===== src/rtl/cu_pkg.sv =====
// cu_pkg: shared FSM states, command op encodings and data width for the bus transfer unit
package cu_pkg;
  localparam int DATA_W = 16;
  typedef enum logic [1:0] {ST_IDLE, ST_SELECT, ST_LOAD, ST_DONE} cu_state_e;
  typedef enum logic [1:0] {OP_MOVE = 2'b00, OP_CLEAR = 2'b01, OP_INC = 2'b10, OP_RSVD = 2'b11} cu_op_e;
endpackage


===== src/rtl/cu_bus_mux.sv =====
// cu_bus_mux: combinational NUM_REGS:1 selector of flattened register data by index
module cu_bus_mux
  import cu_pkg::*;
#(
  parameter int NUM_REGS = 8
) (
  input  logic [NUM_REGS*DATA_W-1:0] reg_data_i,
  input  logic [3:0]                 sel_i,
  output logic [DATA_W-1:0]          data_o
);
  // out-of-range indices read as zero; the sequencer never selects them
  always_comb begin
    data_o = '0;
    for (int i = 0; i < NUM_REGS; i++)
      if (sel_i == 4'(i)) data_o = reg_data_i[i*DATA_W +: DATA_W];
  end
endmodule


===== src/rtl/cu_bus_xfer.sv =====
// cu_bus_xfer: register-to-register bus transfer sequencer (IDLE -> SELECT -> LOAD -> DONE)
// Define CU_XFER_INC_EN to add the INC op (source + 1); without it INC is rejected.
module cu_bus_xfer
  import cu_pkg::*;
#(
  parameter int NUM_REGS = 8
) (
  input  logic                       clk_i,
  input  logic                       rst_ni,
  input  logic                       cmd_valid_i,
  output logic                       cmd_ready_o,
  input  logic [1:0]                 cmd_op_i,
  input  logic [3:0]                 cmd_src_i,
  input  logic [3:0]                 cmd_dst_i,
  input  logic [NUM_REGS*DATA_W-1:0] reg_data_i,
  output logic [DATA_W-1:0]          bus_data_o,
  output logic [NUM_REGS-1:0]        load_en_o,
  output logic [NUM_REGS-1:0]        reg_clr_o,
  output logic                       done_o,
  output logic                       err_o
);
  cu_state_e         state_q, state_d;
  cu_op_e            op_q, op_d;
  logic [3:0]        src_q, src_d, dst_q, dst_d;
  logic [DATA_W-1:0] bus_q, bus_d, src_data, sel_val;
  logic [NUM_REGS-1:0] dst_oh;
  logic              err_q, err_d, op_ok, idx_ok;

  cu_bus_mux #(.NUM_REGS(NUM_REGS)) u_mux (
    .reg_data_i(reg_data_i),
    .sel_i     (src_q),
    .data_o    (src_data)
  );

  assign idx_ok = 32'(cmd_src_i) < NUM_REGS && 32'(cmd_dst_i) < NUM_REGS;
`ifdef CU_XFER_INC_EN
  assign op_ok   = cmd_op_i != OP_RSVD;
  assign sel_val = op_q == OP_CLEAR ? '0 : op_q == OP_INC ? src_data + DATA_W'(1) : src_data;
`else
  assign op_ok   = cmd_op_i == OP_MOVE || cmd_op_i == OP_CLEAR;
  assign sel_val = op_q == OP_CLEAR ? '0 : src_data;
`endif

  assign dst_oh      = NUM_REGS'(1) << dst_q;
  assign cmd_ready_o = state_q == ST_IDLE;
  assign load_en_o   = (state_q == ST_LOAD && op_q != OP_CLEAR) ? dst_oh : '0;
  assign reg_clr_o   = (state_q == ST_LOAD && op_q == OP_CLEAR) ? dst_oh : '0;
  assign done_o      = state_q == ST_DONE;
  assign bus_data_o  = bus_q;
  assign err_o       = err_q;

  // next state: latch command on acceptance, drive the bus in SELECT, flag rejects
  always_comb begin
    state_d = state_q;
    op_d    = op_q;
    src_d   = src_q;
    dst_d   = dst_q;
    bus_d   = bus_q;
    err_d   = 1'b0;
    case (state_q)
      ST_IDLE: if (cmd_valid_i) begin
        if (op_ok && idx_ok) begin
          state_d = ST_SELECT;
          op_d    = cu_op_e'(cmd_op_i);
          src_d   = cmd_src_i;
          dst_d   = cmd_dst_i;
        end else err_d = 1'b1;
      end
      ST_SELECT: begin
        bus_d   = sel_val;
        state_d = ST_LOAD;
      end
      ST_LOAD: state_d = ST_DONE;
      default: state_d = ST_IDLE;
    endcase
  end

  // state and datapath registers, cleared asynchronously
  always_ff @(posedge clk_i or negedge rst_ni)
    if (!rst_ni) begin
      state_q <= ST_IDLE;
      op_q    <= OP_MOVE;
      src_q   <= '0;
      dst_q   <= '0;
      bus_q   <= '0;
      err_q   <= 1'b0;
    end else begin
      state_q <= state_d;
      op_q    <= op_d;
      src_q   <= src_d;
      dst_q   <= dst_d;
      bus_q   <= bus_d;
      err_q   <= err_d;
    end
endmodule


===== config.mk =====
export PLATFORM = sky130hd
export DESIGN_NAME = cu_bus_xfer
export DESIGN_NICKNAME = d
export VERILOG_FILES = /design/src/rtl/cu_pkg.sv /design/src/rtl/cu_bus_mux.sv /design/src/rtl/cu_bus_xfer.sv
export SDC_FILE = /design/constraint.sdc
export NUM_CORES = 1
export LEC_CHECK = 0
export CORE_ASPECT_RATIO = 1.4
export CORE_UTILIZATION = 37
export DETAILED_ROUTE_END_ITERATION = 8
export PLACE_DENSITY = 0.82
export SYNTH_ARGS = -nofsm -noshare
export SYNTH_HDL_FRONTEND = slang
export SYNTH_SLANG_ARGS = --single-unit

===== constraint.sdc =====
create_clock -name clk_i -period 1.8 [get_ports clk_i]
set_input_delay 0.54 -clock clk_i [delete_from_list [all_inputs] [get_ports clk_i]]
set_output_delay 0.54 -clock clk_i [all_outputs]
set_load 0.02 [all_outputs]

==> metrics, run 1 <==
status=finished with violations; failing checks=negative setup slack; Starting Density=0.3864; number of top-level pins=176; Lkg Pwr=0.002168 µW; initial antenna violation count=0; Layout Utilization=0.7212; Syn. warnings=0; CTS buffer count=5; Mapped Avg Cell Area=roughly 8.5 µm²; multi-input gate area in the final layout=between 1500 and 2000 µm²; Max rail drop VDD=approximately 0.95 mV; Synth cell types=between 40 and 50; synthesized flop and latch total=29; top cells by area, synth=dfrtp_1, mux2_2, nor2_1; RePlAce Congestion=0.8385; Comb pwr share=0.731; WS Path Type=register to primary output; WL final=10640 µm; Reg power frac=0.168; clock sinks=29; CP Capture Type=primary output; die height=103.4 µm; diode count=0; Synth top cells by count=nor2_1, dfrtp_1, mux2_2; final setup margin=-0.2406 ns; post-synthesis cell count=318; global-route wire length before repair=15490 µm; Worst-Skew Late Latency=0.29 ns; pins over their slew limit=0; fraction of registers with async set/reset=1.000; Req. time, crit path=1.26 ns; H-tree depth=2; gr usage total=0.2652; Crit path arrival time=1.50 ns; crit-path max FO=4; storage element area=730.7 µm²; Layout Skew=slightly below 0.008 ns; EDFF count, synth=0; Min-Delay Path Class=register to register; crit path buf inv count=2; count leader, synth=nor2_1; Placed Cells=593; PortBufs=175; First DRT Iteration DRCs=82; nets=654; setup repair after global routing missed its margin=true; largest area contributor in the netlist=dfrtp_1; largest net degree at the start of global routing=30; launching element type of the critical path=register; CP top delay family=simple AND/OR/NAND/NOR gates; Die Wd=between 70 and 80 µm; Setup violations, final=19; DR DRC count=0; Seq/Total Area, Yosys=0.2673; CP max stage cell=dfrtp_1; Rows=36; Antenna Nets Post-Route=0; Largest stage delay, worst path=approximately 0.39 ns; layout cells sized above 1=0.2711; filler cell count=534; Max Cap Viol=0; internal power=3812 µW; Post-synth top flop=dfrtp_1; fmax=roughly 500 MHz; pin slew with the least headroom to its limit=around 0.42 ns; hpwl dp=8078 µm; clock power share=0.100; core area=7027 µm²; top-area cell type share of the netlist area=0.2673; via/cell ratio=approximately 5.3; mean routed wirelength per cell=roughly 18 µm; final instance count without filler cells=just over 600; DIE AREA=7690 µm²; Hold Fails Final Rpt=0; relative slew slack=0.7226; final period utilization=1.134; worst hold margin=0.4837 ns; Mapped Area=2715 µm²; min cycle time layout=2.041 ns; PwrDens=1377 nW/µm²; syn nets=464; total net switching power=~3200 µW; grt ovf=0; Clock transition at path regs=0.07 ns; total number of vias=3223; vias in the first global route=3292; Area Growth Syn to Fin=86.64%; Clock Tree Buf Depth=2; setup TNS=-3.357 ns; clk root buf=clkbuf_8; Switching Share=0.4537; crit-path cells=inv_2, ha_4, nand2b_4, nor2_4, nand2_4, nor3_4, buf_6; DR pass1 iterations=4; CTS tree=yes
## power groups by stage
stage / combinational [µW] / clock [µW] / sequential (µW)
after floorplan: 2870 / 0 / 1270
after global placement: 4600 / 0 / 1150
after detailed placement: 4700 / 0 / 1160
after CTS: 4780 / 717 / 1160
after global routing: 5500 / 745 / 1210
final: 5100 / 700 / 1170
## cells in the final DEF, fill, tap and decap left out, types with 5 or more instances in the layout
cell and n:
mux2i_1 16, dfrtp_1 25, o21ai_0 5, nor2_2 8, clkbuf_8 5, o21a_1 11, a21oi_1 6, inv_1 11
buf_6 13, mux2_2 19, dlygate4sd2_1 8, clkdlybuf4s50_1 141, nand2_1 12, nor3_1 9, dlymetal6s2s_1 8, a22oi_1 5
a2bb2oi_1 6, buf_4 36, a211oi_1 8, a221oi_1 6, o21ai_1 5, o22ai_2 8, o32ai_2 8, nand2b_1 7
nor2_1 36
## stage by stage
step	instance area, µm²	power, µW	setup slack, ns
5_1_grt	5067	7452	-0.3045
3_3_place_gp	4736	5750	-0.4091
2_1_floorplan	2735	4149	-0.007976
4_1_cts	4875	6663	-0.2439
3_5_place_dp	4736	5865	-0.4713
6_report	5067	6978	-0.2406
## timing repair
item	4_1_cts	5_1_grt
pin swaps	7	14
setup endpoints to repair	26	39
hold buffers	0	0
gates resized for setup	119	59
endpoints found under the hold margin	0	0
setup buffers	0	4
## layout make-up
cell class / instances / share of cell area
flip-flops and latches: 29 / 0.1442
clock inverters: 3 / 0.009136
multi-input cells: 248 / 0.3914
clock buffers: 5 / 0.01358
repair buffers: 209 / 0.4062
inverters: 15 / 0.01210
well taps: 95 / 0.02346
## kinds of logic after synthesis
family                     share of synthesized area
muxes                                         0.1378
adders and majority gates                    0.02304
AOI/OAI and AO/OA                             0.2903
and+or+nand+nor                               0.2088
DFF                                           0.2673
buffers and inverters                        0.07281
## final timing paths
check,from,to,slack [ns],cells past startpoint
hold / removal,bus_data_o[8],bus_data_o[8],0.48,1
max in group asynchronous,rst_ni,src_q[2],0.83,2
hold reg to reg,bus_data_o[8],bus_data_o[8],0.48,1
setup reg to reg,state_q[1],bus_data_o[6],-0.04,11
setup / recovery,state_q[0],load_en_o[0],-0.24,7
min in group asynchronous,rst_ni,dst_q[2],0.65,2
## layer usage
metal / up-vias / routed length (µm) / track usage
met3: 19 / 572 / 0.04942
met4: 0 / 217 / 0.09144
met5: - / 0 / 0
met2: 105 / 5981 / 0.5087
met1: 1548 / 3873 / 0.2829
li1: 1551 / - / -
## sequential cells by signal, summed over array words and instances, names as in the netlist
name        cells
src_q           4
dst_q           4
state_q         2
op_q            2
bus_data_o     16
err_o           1
## worst register-to-register path, delay by kind of cell (launching register included)
kind / cells / cell delay (ns)
simple gates: 1 / 0.10
compound gates: 2 / 0.25
buf+inv: 7 / 0.82
flops: 1 / 0.43
fa+ha+maj: 1 / 0.15
Power figures use the tool's default switching activity.
==> inputs of run 2 (changes only) <==
--- a/config.mk
+++ b/config.mk
@@ -5,7 +5,7 @@
 export SDC_FILE = /design/constraint.sdc
 export NUM_CORES = 1
 export LEC_CHECK = 0
-export CORE_ASPECT_RATIO = 1.4
+export CORE_ASPECT_RATIO = 0.7
 export CORE_UTILIZATION = 37
 export DETAILED_ROUTE_END_ITERATION = 8
 export PLACE_DENSITY = 0.82
==> constraint.sdc (replaced) <==
create_clock -name clk_i -period 2.05 [get_ports clk_i]
set_input_delay 0.615 -clock clk_i [delete_from_list [all_inputs] [get_ports clk_i]]
set_output_delay 0.615 -clock clk_i [all_outputs]
set_load 0.02 [all_outputs]
==> run 2 against run 1 <==
  * The run still ends with negative setup slack left
  * Critical endpoint is now reg_clr_o[0]
  * Critical path type unchanged
  * Register-to-register slack improved by 0.20 ns
  * Die area about the same
  * Cell count decreased by 2.3%
  * First-iteration DRC count increased by 130%
  * Design area decreased by 5.9%
  * Clock power decreased by 16%
  * Non-clock buffer count decreased by 13
==> metrics, run 2 (same netlist as run 1, synthesis figures left out) <==
CTS tree=yes; WL final=10400 µm; via/cell ratio=5.402; Die Wd=104.4 µm; pin slew with the least headroom to its limit=0.6455 ns; FF-to-FF path depth=4; global-route wire length before repair=16390 µm; Area Growth Syn to Fin=75.67%; met2 GRT Util=0.4820; First DRT Iteration DRCs=191; Hold Path Stages=1; most frequent cells in the layout=clkdlybuf4s50_1, nor2_1, buf_4; fmax=470.0 MHz; Min-Delay Path Class=register to register; nets=around 640; clk root buf=clkbuf_8; status=finished with violations; final setup margin=-0.07767 ns; Hold Fails Final Rpt=0; layout cells sized above 1=0.2036; die height=about 74 µm; Clock transition at path regs=about 0.07 ns; Layout Skew=around 0.012 ns; relative slew slack=0.5697; reg2reg end=bus_data_o[9]; FF-to-FF Start=src_q[3]; min cycle time layout=2.128 ns; Rows=25; Worst-Skew Late Latency=0.28 ns; busiest grt layer=met2; Starting Density=0.3928; pins over their slew limit=0; initial antenna violation count=0; mean routed wirelength per cell=17.62 µm; H-tree depth=2; Reg2Reg Setup Slack=0.16 ns; Setup violations, final=8; RePlAce Congestion=0.8010; PortBufs=175; number of top-level pins=roughly 180; gr usage total=0.2716; launching element type of the critical path=register; Antenna Nets Post-Route=0; largest net degree at the start of global routing=40; Clock Tree Buf Depth=2; GRT met3 Usage=0.06477; Lkg Pwr=0.001948 µW; setup repair after global routing missed its margin=true; clock sinks=29; crit-path max FO=4; CTS buffer count=5; vias in the first global route=3293; diode count=0; failing checks=negative setup slack; Hold Path Sink=dst_q[3]; hpwl dp=just over 8000 µm; Hold Startpoint=dst_q[3]; grt ovf=0; DR pass1 iterations=4; Crit path arrival time=1.51 ns; total power=5670 µW; CP Capture Type=primary output; final instance count without filler cells=590; Placed Cells=581; met1 usage=0.3359; Max rail drop VDD=0.6733 mV; total number of vias=3187; PwrDens=1189 nW/µm²; WS Path Type=register to primary output; Max Cap Viol=0; Post-CTS Hold Fix Bufs=0; filler cell count=549; DR DRC count=0; core area=a little under 7000 µm²; commonest non-fill, non-tap cell in the layout=clkdlybuf4s50_1; DIE AREA=7690 µm²; Req. time, crit path=1.43 ns; max reg flops=16; final period utilization=1.038
run 2: cell types whose count changed in the layout (fill, tap and decap cells not counted), moves of 5 or more:
| cell | change |
|---|---|
| clkdlybuf4s50_1 | +16 |
| buf_6 | -9 |
| o21ai_0 | +9 |
| dlymetal6s2s_1 | -8 |
| dlygate4sd2_1 | -7 |
| buf_4 | -5 |
| o21ai_1 | -5 |
run 2: metrics by stage:
stage	hold slack [ns]	setup slack, ns	setup TNS [ns]	instance area [µm²]	utilization
floorplan	0.3194	0.02210	0	2715	-
global placement	0.4619	-0.2530	-3.068	4607	0.6664
detailed placement	0.4698	-0.3557	-4.097	4607	0.6664
CTS	0.4980	-0.08096	-0.2939	4708	0.6811
global route	0.5327	-0.1657	-1.573	4770	0.6900
finish	0.4970	-0.07767	-0.2852	4770	0.6900
run 2: routing by layer:
metal	wire, µm	vias to the layer above	part of all wire
met4	155	0	0.015
li1	-	1522	-
met1	4290	1503	0.41
met5	0	-	0
met3	875	13	0.084
met2	5073	149	0.49
run 2: final cells by class:
type,count,area (µm²),area share
repair buffers,196,1888,0.3959
multi-input cells,248,1873,0.3927
flip-flops and latches,29,726.9,0.1524
well taps,94,117.6,0.02466
clock buffers,6,72.57,0.01522
inverters,15,56.30,0.01180
clock inverters,2,35.03,0.007345
run 2: worst max path at each step:
stage	slack [ns]	end	cells past startpoint	start
after floorplan	0.02	reg_clr_o[0]	6	state_q[0]
after global placement	-0.25	reg_clr_o[0]	7	state_q[0]
after detailed placement	-0.36	reg_clr_o[0]	7	state_q[0]
after CTS	-0.08	load_en_o[0]	7	state_q[0]
after global routing	-0.17	reg_clr_o[0]	7	state_q[0]
final	-0.08	reg_clr_o[0]	7	state_q[0]
run 2: repair_timing:
item,CTS,global route
pin swaps,7,6
endpoints found under the hold margin,0,0
buffers inserted,0,1
resized for setup,94,20
setup endpoints to repair,18,17
run 2: power breakdown:
group	switching [µW]	internal (µW)	leakage, µW
combinational	2110	1910	0.00152
sequential	265	799	0.000370
clock	227	360	0.0000552
run 2: critical path: stages, from the launching register on:
cell and delay (ns):
dfrtp_1 0.39, inv_2 0.08, ha_4 0.15, nand2b_4 0.07
nor2_4 0.12, nand2_4 0.09, nor3_4 0.19, buf_6 0.14
==> inputs of run 3 (changes only) <==
--- a/config.mk
+++ b/config.mk
@@ -6,9 +6,10 @@
 export NUM_CORES = 1
 export LEC_CHECK = 0
 export CORE_ASPECT_RATIO = 0.7
-export CORE_UTILIZATION = 37
+export CORE_UTILIZATION = 30
+export CTS_CLUSTER_SIZE = 16
 export DETAILED_ROUTE_END_ITERATION = 8
-export PLACE_DENSITY = 0.82
+export PLACE_DENSITY = 0.69
 export SYNTH_ARGS = -nofsm -noshare
 export SYNTH_HDL_FRONTEND = slang
 export SYNTH_SLANG_ARGS = --single-unit
==> run 3 against run 2 <==
  * The run still ends with negative setup slack left
  * Combinational power barely moved
  * Register-to-register slack worse by 0.02 ns
  * Clock power grew 50%
  * Design area increased by 1.9%
  * Global-route usage down 5.1 points
  * Maximum frequency grew 0.97%
  * Core utilization is 13 points lower
  * Largest cell class unchanged
  * Clock-buffer cell count is the same
  * Power increased by 5.3%
  * First-iteration DRC count decreased by 39%
  * Non-clock buffer count shrank 2
  * Worst hold slack got worse by 0.0076 ns
==> metrics, run 3 (same netlist as run 1, synthesis figures left out) <==
status=finished with violations; failing checks=negative setup slack; Starting Density=0.3150; Hold Fails Final Rpt=0; core area=8618 µm²; FF-to-FF path depth=4; final period utilization=1.028; CTS tree=yes; Post-CTS Hold Fix Bufs=0; clock sinks=29; RePlAce Congestion=0.8008; grt ovf=0; setup repair after global routing missed its margin=true; Layout Skew=0.003521 ns; WL final=approximately 11000 µm; die height=81.60 µm; initial antenna violation count=0; max reg flops=16; Hold Path Stages=1; DR DRC count=0; Reg2Reg Setup Slack=around 0.14 ns; Req. time, crit path=1.43 ns; Setup violations, final=13; Hold Path Sink=bus_data_o[8]; DIE AREA=between 9000 and 10000 µm²; commonest non-fill, non-tap cell in the layout=clkdlybuf4s50_1; Lkg Pwr=around 0.0020 µW; gr usage total=0.2203; worst hold margin=0.4894 ns; fmax=between 400 and 500 MHz; DP Area=4637 µm²; CP Capture Type=primary output; DR pass1 iterations=4; launching element type of the critical path=register; pins over their slew limit=0; nets=about 640; PwrDens=between 1000 and 1500 nW/µm²; global-route wire length before repair=around 16000 µm; vias in the first global route=3105; most frequent cells in the layout=clkdlybuf4s50_1, nor2_1, buf_4; dpl ws=-0.2979 ns; total number of vias=around 3100; pin slew with the least headroom to its limit=0.6515 ns; Antenna Nets Post-Route=0; largest net degree at the start of global routing=30; FF-to-FF Start=src_q[1]; final instance count without filler cells=614; Die Wd=115.7 µm; Placed Cells=605; Clock Tree Buf Depth=2; Crit path arrival time=1.49 ns; final instance area=4861 µm²; H-tree depth=2; CTS buffer count=5; via/cell ratio=about 5; Layout Utilization=0.5640; Max Cap Viol=0; Clock transition at path regs=~0.06 ns; min cycle time layout=2.107 ns; final setup margin=-0.05730 ns; diode count=0; layout cells sized above 1=0.2045; clk root buf=clkbuf_16; Max rail drop VDD=0.6423 mV; First DRT Iteration DRCs=116; reg2reg end=bus_data_o[6]; hpwl dp=8208 µm; Hold Startpoint=bus_data_o[8]; relative slew slack=0.5657; WS Path Type=register to primary output; Area Growth Syn to Fin=79.03%; Min-Delay Path Class=register to register; Worst-Skew Late Latency=0.28 ns; Rows=28; mean routed wirelength per cell=17.28 µm; crit-path max FO=4; PortBufs=around 180; number of top-level pins=approximately 180
[run 3: cell types whose count changed in the layout (fill, tap and decap cells not counted), moves of 2 or more]
cell and change:
buf_6 -2, clkbuf_8 -4, nor3_2 +2, clkbuf_16 +5
[run 3: per-layer routing]
layer	up-vias	track usage	part of all wire
met5	-	0	0
met1	1470	0.2784	0.43
li1	1521	-	-
met2	125	0.3796	0.48
met3	9	0.06125	0.079
met4	0	0.04103	0.0029
[run 3: worst max-delay path by stage]
| stage | slack (ns) | to | start | cells past startpoint |
|---|---|---|---|---|
| final | -0.06 | load_en_o[4] | state_q[0] | 7 |
| after global routing | -0.13 | reg_clr_o[4] | state_q[0] | 7 |
| after CTS | -0.09 | load_en_o[4] | state_q[0] | 7 |
| after detailed placement | -0.30 | reg_clr_o[4] | state_q[0] | 7 |
| after global placement | -0.27 | reg_clr_o[0] | state_q[0] | 7 |
| after floorplan | 0.02 | reg_clr_o[0] | state_q[0] | 6 |
[run 3: metrics by stage]
step	setup TNS, ns	power, µW
6_report	-0.3182	5968
5_1_grt	-1.661	6368
4_1_cts	-0.3652	5951
3_5_place_dp	-3.657	4982
3_3_place_gp	-3.180	4912
2_1_floorplan	0	3623
[run 3: area by class of cell]
type | count | area (µm²)
repair buffers | 194 | 1881
clock inverters | 2 | 37.54
clock buffers | 6 | 138.9
flip-flops and latches | 29 | 726.9
well taps | 120 | 150.1
fillers | 788 | 3757
multi-input cells | 248 | 1871
inverters | 15 | 56.30
[run 3: power by group]
| group | switching, µW | internal [µW] | total [µW] |
|---|---|---|---|
| Sequential | 279 | 799 | 1080 |
| Clock | 274 | 606 | 880 |
| Combinational | 2100 | 1910 | 4010 |
| Total | 2650 | 3320 | 5970 |
[run 3: timing repair]
action | CTS | global route
setup endpoints to repair | 18 | 20
resized for setup | 96 | 16
endpoints found under the hold margin | 0 | 0
pin swaps | 7 | 1
buffers inserted | 0 | 1
[run 3: critical path, cell delays in order (launching register included)]
cell and delay (ns):
dfrtp_1 0.39, inv_2 0.09, ha_4 0.15, nand2b_4 0.07, nor2_1 0.12, nand2_2 0.10
nor3_2 0.13, buf_4 0.17
